--- src/rtl/fusion_alu_pkg.sv ---
// Shared encodings for the fusion ALU arithmetic paths.
// Contents: FSM state encoding for sequenced units and the add/sub op encoding.
package fusion_alu_pkg;

  // Sequencer states shared by multi-cycle arithmetic units.
  typedef enum logic [1:0] {
    IDLE = 2'd0,
    RUN  = 2'd1,
    DONE = 2'd2
  } state_t;

  // Add/subtract select encoding.
  localparam logic OP_ADD = 1'b0;
  localparam logic OP_SUB = 1'b1;

endpackage

--- src/rtl/adder_1b.sv ---
// One-bit full adder: the bit slice driven serially by bitserial_addsub.
// Ports:
//   a, b       operand bits
//   carry_in   carry into this bit
//   sum        sum bit
//   carry_out  carry out of this bit
module adder_1b (
  input  logic a,
  input  logic b,
  input  logic carry_in,
  output logic sum,
  output logic carry_out
);

  assign sum       = a ^ b ^ carry_in;
  assign carry_out = (a & b) | (carry_in & (a ^ b));

endmodule

--- src/rtl/bitserial_addsub.sv ---
// Bit-serial WIDTH-bit add/subtract sequencer, one bit per clock, LSB first.
// Ports:
//   clk, reset                  clock and synchronous active-high reset
//   start_valid / start_ready   operation request handshake (ready only in IDLE)
//   op_a, op_b, sub             operands and select, sampled on the accept edge
//   done_valid / done_ready     result handshake (valid only in DONE)
//   result                      sum or difference, modulo 2^WIDTH
//   carry, overflow, zero       MSB carry-out (1 = no borrow on sub), signed overflow, all-zero
module bitserial_addsub
  import fusion_alu_pkg::*;
#(
  parameter int unsigned WIDTH = 32
) (
  input  logic             clk,
  input  logic             reset,
  input  logic             start_valid,
  output logic             start_ready,
  input  logic [WIDTH-1:0] op_a,
  input  logic [WIDTH-1:0] op_b,
  input  logic             sub,
  output logic             done_valid,
  input  logic             done_ready,
  output logic [WIDTH-1:0] result,
  output logic             carry,
  output logic             overflow,
  output logic             zero
);

  localparam int unsigned     CNT_W    = $clog2(WIDTH);
  localparam logic [CNT_W-1:0] LAST_BIT = CNT_W'(WIDTH - 1);

  state_t             state;
  logic [WIDTH-1:0]   a_sr;
  logic [WIDTH-1:0]   b_sr;
  logic [WIDTH-1:0]   res_sr;
  logic               cy_q;
  logic               ov_q;
  logic               zero_q;
  logic [CNT_W-1:0]   cnt;

  logic               sum_bit;
  logic               cout;
  logic               last_bit;
  logic [WIDTH-1:0]   res_next;

  // Single bit slice; operands come from the LSBs of the shift registers.
  adder_1b u_adder (
    .a         (a_sr[0]),
    .b         (b_sr[0]),
    .carry_in  (cy_q),
    .sum       (sum_bit),
    .carry_out (cout)
  );

  assign last_bit = (cnt == LAST_BIT);
  // Result fills from the top so the LSB lands at bit 0 after WIDTH shifts.
  assign res_next = {sum_bit, res_sr[WIDTH-1:1]};

  assign start_ready = (state == IDLE);
  assign done_valid  = (state == DONE);
  assign result      = res_sr;
  assign carry       = cy_q;
  assign overflow    = ov_q;
  assign zero        = zero_q;

  // Sequencer FSM with datapath registers.
  always_ff @(posedge clk) begin
    if (reset) begin
      state  <= IDLE;
      a_sr   <= '0;
      b_sr   <= '0;
      res_sr <= '0;
      cy_q   <= 1'b0;
      ov_q   <= 1'b0;
      zero_q <= 1'b0;
      cnt    <= '0;
    end else begin
      case (state)
        IDLE: begin
          if (start_valid) begin
            a_sr   <= op_a;
            // Subtract as A + ~B + 1; the +1 enters through the carry register.
            b_sr   <= (sub == OP_SUB) ? ~op_b : op_b;
            cy_q   <= sub;
            res_sr <= '0;
            ov_q   <= 1'b0;
            zero_q <= 1'b0;
            cnt    <= '0;
            state  <= RUN;
          end
        end
        RUN: begin
          a_sr   <= a_sr >> 1;
          b_sr   <= b_sr >> 1;
          res_sr <= res_next;
          cy_q   <= cout;
          if (last_bit) begin
            // Carry into vs. out of the MSB disagree exactly on signed overflow.
            ov_q   <= cy_q ^ cout;
            zero_q <= ~|res_next;
            state  <= DONE;
          end else begin
            cnt <= cnt + CNT_W'(1);
          end
        end
        DONE: begin
          if (done_ready) begin
            state <= IDLE;
          end
        end
        default: state <= IDLE;
      endcase
    end
  end

endmodule
--- config.mk ---
export PLATFORM = sky130hd
export DESIGN_NAME = bitserial_addsub
export DESIGN_NICKNAME = d
export VERILOG_FILES = /design/src/rtl/fusion_alu_pkg.sv /design/src/rtl/adder_1b.sv /design/src/rtl/bitserial_addsub.sv
export SDC_FILE = /design/constraint.sdc
export NUM_CORES = 1
export LEC_CHECK = 0
export BUFFER_PORTS_ARGS = -buffer_cell sky130_fd_sc_hd__buf_2
export CAP_MARGIN = 0
export CORE_MARGIN = 2
export CORE_UTILIZATION = 53
export DETAILED_ROUTE_END_ITERATION = 6
export PLACE_DENSITY = 0.86
export SKIP_CTS_REPAIR_TIMING = 1
export SYNTH_ARGS = -nofsm -noshare
export SYNTH_HDL_FRONTEND = slang
export SYNTH_SLANG_ARGS = --single-unit
--- constraint.sdc ---
create_clock -name clk -period 2.35 [get_ports clk]
set_input_delay 0.3525 -clock clk [delete_from_list [all_inputs] [get_ports clk]]
set_output_delay 0.3525 -clock clk [all_outputs]
set_load 0.02 [all_outputs]
=== After elaboration in Yosys (flattened, before gate mapping) ===
Cells that the tools add are included.
W data, S select, Z words.

* $add $sub $neg: 1
* Multipliers: 0
* Divide/modulo/power cells: 0
* Order comparisons: 0
* Eq/ne operators: 7
* Shift-type cells: 0
* Mux-type cells: 21
* Bitwise operators: 7
* Reduce and logical (&&, ||, !) cells: 8

{| class="wikitable"
|+ Operator list
! cell !! count
|-
| $pmux W32 S2 || 3
|-
| $mux W32 || 4
|-
| $not A32 Y32 || 1
|-
| $reduce_or A32 Y1 || 1
|-
| $mux W5 || 2
|-
| $pmux W5 S2 || 1
|-
| $reduce_and A3 Y1 || 3
|-
| $mux W2 || 3
|-
| $ne A2 B2 Y1 const B || 3
|-
| $pmux W1 S2 || 3
|-
| $pmux W2 S3 || 1
|-
| $add A5 B1 Y5 const B || 1
|-
| $eq A5 B5 Y1 const B || 1
|-
| $mux W1 || 4
|-
| $xor A1 B1 Y1 || 3
|-
| $and A1 B1 Y1 || 2
|-
| $eq A2 B1 Y1 const B || 1
|-
| $eq A2 B2 Y1 const B || 1
|-
| $logic_not A2 Y1 || 1
|-
| $ne A2 B1 Y1 const B || 1
|-
| $reduce_and A2 Y1 || 1
|-
| $reduce_bool A2 Y1 || 1
|-
| $logic_not A1 Y1 || 1
|-
| $or A1 B1 Y1 || 1
|}

* Bits in registers: 106
* Bits in latches: 0
* Bits in writable memories: 0
* Bits in read-only memories: 0
* Bits of input ports: 69
* Output and inout bits: 37
* Word-level logic and storage cells: 52
* Memories kept: 0

=== Depth between registers and ports, before layout ===
* Depth after elaboration: 6
* Mapped depth: 7
* Gate-level depth less buffers: 6

=== By module ===
A second synthesis with hierarchy kept.

* Cells, all modules: 465
* Area, all modules: 4466.8 um^2

{| class="wikitable"
|+ Modules (own cells, without submodules)
! module !! times used !! cells each !! area each (um^2) !! sequential area each (um^2)
|-
| bitserial_addsub || 1 || 464 || 4446.8 || 2122.0
|-
| adder_1b || 1 || 1 || 20.0 || 0.0
|}

=== Worst setup path before layout ===
Ideal clock, no wire load.

* Kind: reg2reg
* Start: register cnt[0]
* End: register cnt[3]
* Library setup time: 0.070 ns
* Arrival: 1.819 ns
* Required time: 2.280 ns
* Path slack: 0.461 ns
* Stages on the path, launching flop included: 8
* Buffers on the path: 1
* Period minus slack after synthesis: 1.889 ns
* Cell sequence: dfxtp_1 > ha_1 > and3_1 > ha_1 > or3b_1 > buf_2 > or3_1 > a21oi_1

* Cells in the longest elaborated chain, start to end: 3
* Elaborated cells between the ends (all ways): 6
* Those cells by class: add/sub: 1; eq/ne: 2; mux: 2; reduce/logical: 1

{| class="wikitable"
|+ RTL lines
! what !! line !! text
|-
| start, declared || bitserial_addsub.sv:39 || <nowiki>logic [CNT_W-1:0] cnt;</nowiki>
|-
| start signal, assigned || bitserial_addsub.sv:103 || <nowiki>cnt <= cnt + CNT_W'(1);</nowiki>
|-
| $add A5 B1 Y5 or $eq A5 B5 Y1 (tied branches) || bitserial_addsub.sv:103, bitserial_addsub.sv:55 ||
|-
| $mux W5 or $ne A2 B2 Y1 (tied branches) || - ||
|-
| $pmux W5 S2 or $reduce_and A3 Y1 (tied branches) || - ||
|}

Several ways; a longest one is shown, not always the timed one. The select of a mux whose other input is x is not followed.
A chain may end at the register's enable or synchronous reset.

=== Worst setup path in the final report ===
Ends and elaborated chain as after synthesis.

==> summary.txt <==
STA
  • Skew final: 0.00784 ns
  • Minimum clock period: 2.03 ns
  • Fin. Hold Viols: 0
  • Setup_tns: 0 ns
  • Fin. max-slew vios: 0
  • Worst Tran Pin Value: 0.531 ns
  • Max frequency: 492 MHz
  • Part of the cycle the worst path needs: 86.5%
  • RSZ-0062 raised after global routing: false
  • Fin worst setup slack: 0.316 ns
  • Rel. slew slack: 64.6%
  • Final setup vio count: 0

Final layout
  • # diodes: 0
  • Area Overhead vs Synth: 17.0%
  • Util after Layout: 64.0%
  • Layout Nets: 614
  • Share of layout cells above drive strength 1: 24.7%
  • Final instance area: 5230 um2
  • # fillers: 654

Setup path
  • CP arrival: 2.32 ns
  • R2r startpoint: cnt[0]
  • CP Class: register to register
  • FF-to-FF setup slack: 0.32 ns
  • CP startpoint kind: register
  • Reg-to-Reg End: cnt[3]
  • Worst path max stage delay: 0.48 ns
  • Most Frequent Cell on Critical Path: ha_1
  • Crit path max fanout: 8
  • CP max-delay cell: or3b_1
  • Critical Path RT: 2.64 ns
  • CP startpoint: cnt[0]
  • Critical Path Sink Type: register
  • Critical-path cell list: ha_1, and3_1, ha_1, or3b_1, or3_1, a21oi_1
  • R2R cell count: 6

GRT
  • Largest net degree at the start of global routing: 65
  • M1 GR Usage: 27.4%
  • Vias in the first global route: 3,455
  • Top Usage Layer GRT: met2
  • Grt met2 use: 35.0%
  • Antenna violations before repair: 0
  • Remaining global-route overflow: 0
  • GR Layer Usage met3: 6.03%
  • First-pass GRT wire length: 15,700 um
  • Gr usage total: 21.4%

Synthesis
  • Primary FF master, synth: dfxtp_1
  • Synth warn: 0
  • Unique masters post-synth: 35
  • Syn Inst Count: 465
  • Async SR Flop Fraction: 0%
  • Post-synth EDFFs: 0
  • Yosys reg bits: 106
  • Synthesized cell area: 4470 um2
  • Syn Nets: 537
  • Synth Area per Inst: 9.61 um2
  • Sequential-to-total area share from yosys stat: 47.5%

Die
  • DIE AREA: 9180 um2
  • Initial cell density of the core: 54.7%
  • Die Height: 95.8 um
  • Core area: 8180 um2
  • Rows: 33
  • Die X-Extent: 95.8 um
  • IO Count: 106

Pwr
  • Total power: 0.00358 W
  • Leakage: 2.20 nW
  • Power Dens Cells: 685 nW/um2
  • Switching Power: 0.000958 W
  • Sw frac: 26.7%
  • Flop pwr share: 54.7%
  • Gate power share: 14.3%
  • VDD IR-drop max: 449 uV
  • P_int: 0.00263 W
  • Clock network fraction of design power: 31.1%

Hold path
  • Worst hold path class: primary input to register
  • Hold Path Depth: 3
  • Hold EP: state[1]
  • Hold Crit Start: done_ready

Clock network
  • H-tree levels: 3
  • CTS tree: built
  • CTS max path bufs: 2
  • CTS root buf: clkbuf_8
  • Clock latency on the worst-skew pair: 0.35 ns
  • CTS sink count: 106
  • Clock-pin slew on the worst setup and hold paths: 0.10 ns
  • TritonCTS Buffers: 9

Routing
  • Via count: 3,769
  • Initial DRC Count: 226
  • Wire length per cell: 14.7 um
  • Post-route ant nets: 0
  • First-pass DRT Iterations: 6
  • WL final: 9580 um
  • DRC: 0
  • Post-DR vias/cell: 5.78

Placement
  • Setup WS pre-CTS: 0.341 ns
  • Post-placement cell area: 5030 um2
  • Post-DP HPWL: 6420 um
  • Gp weighted congestion: 0.788
  • IO Port Bufs: 105

Run status
  • Status: finished clean

Job
  • Max cap viols: 0
==> Yosys cell counts, drive strengths merged, types with 2 or more instances <==
library cell	number	area, um2
nand3	6	30.0
a22oi	34	255
mux2i	32	320
a222oi	31	310
nor2	99	372
nor2b	2	12.5
nor3b	2	20.0
or3	2	12.5
xor2	33	289
o21ai	2	10.0
nor4	7	43.8
or3b	2	17.5
clkbuf	20	75.1
buf	28	153
nand2	3	11.3
dfxtp	106	2120
a211oi	32	240
nand4b	2	17.5
a21oi	8	40.0
ha	2	25.0
nand2b	3	18.8
==> flip-flops by register name, summed over array words and instances, names as in the netlist <==
name      flops
overflow      1
carry         1
zero          1
a_sr         32
state         2
cnt           5
result       32
b_sr         32
==> per-layer routing <==
metal	up-vias	wire length, um
met5	-	0
met4	0	121
met3	11	696
met2	130	4670
met1	1764	4090
li1	1864	-
==> critical path: cells and delay by family, from the launching register on <==
family	cells	cell delay, ns
and+or+nand+nor	3	1.04
adders and majority gates	2	0.43
DFF	1	0.35
AOI/OAI and AO/OA	1	0.15
==> area by class of cell <==
class | instances | area (um2) | area share (%)
inverter | 1 | 3.75 | 0.0718
sequential | 106 | 2120 | 40.6
clock inverter | 7 | 76.3 | 1.46
clock buffer | 9 | 124 | 2.37
multi-input combinational | 310 | 2140 | 40.9
timing repair buffer | 114 | 633 | 12.1
tap | 105 | 131 | 2.51
==> how the worst max path moves through the flow <==
stage / endpoint / slack (ns) / cells after the start
floorplan: cnt[3] / 0.46 / 7
global placement: cnt[3] / 0.44 / 6
detailed placement: cnt[3] / 0.34 / 6
CTS: cnt[3] / 0.33 / 6
global route: cnt[3] / 0.22 / 6
finish: cnt[3] / 0.32 / 6
==> metrics by stage <==
stage	hold WS, ns	std cells
after global routing	0.259	652
after detailed placement	0.468	636
after floorplan	0.452	465
final	0.257	652
after CTS	0.241	652
after global placement	0.460	636
==> cell usage in the layout, fill, tap and decap left out <==
cell type / instances
inv_6: 2
nor2b_4: 1
a222oi_1: 31
mux2i_1: 32
nor3b_4: 1
o21bai_4: 1
buf_4: 7
nor4_1: 7
buf_12: 3
o31ai_1: 1
clkbuf_8: 9
and3_1: 1
nand2b_1: 3
nand3_1: 6
xor2_1: 33
clkinv_2: 1
or3b_2: 1
dfxtp_1: 106
nor3_1: 1
fa_1: 1
nor2b_1: 1
o21ai_0: 2
nand4_1: 1
ha_1: 2
a22oi_1: 34
clkinv_4: 1
bufinv_16: 1
inv_1: 1
nor2_1: 99
a21oi_1: 8
a211oi_1: 32
or3_1: 2
or3b_1: 1
nand4b_1: 2
o21ba_2: 1
nand3b_1: 1
nor3b_1: 1
clkinvlp_4: 2
nand2_1: 3
buf_2: 104
==> kinds of logic after synthesis <==
logic type / Yosys count / synth area share, %
compound gates: 110 / 19.7
xor+xnor: 33 / 6.47
fa+ha+maj: 3 / 1.01
buf+inv: 49 / 5.18
flops: 106 / 47.5
mux: 32 / 7.17
simple gates: 132 / 13.0
==> power by group through the flow <==
| stage | registers (W) | clock network [W] | logic (W) |
|---|---|---|---|
| 2_1_floorplan | 0.00198 | 0 | 0.000381 |
| 3_3_place_gp | 0.00199 | 0 | 0.000492 |
| 3_5_place_dp | 0.00200 | 0 | 0.000512 |
| 4_1_cts | 0.00196 | 0.00114 | 0.000514 |
| 5_1_grt | 0.00197 | 0.00122 | 0.000571 |
| 6_report | 0.00196 | 0.00111 | 0.000511 |
Power figures use the tool's default switching activity.
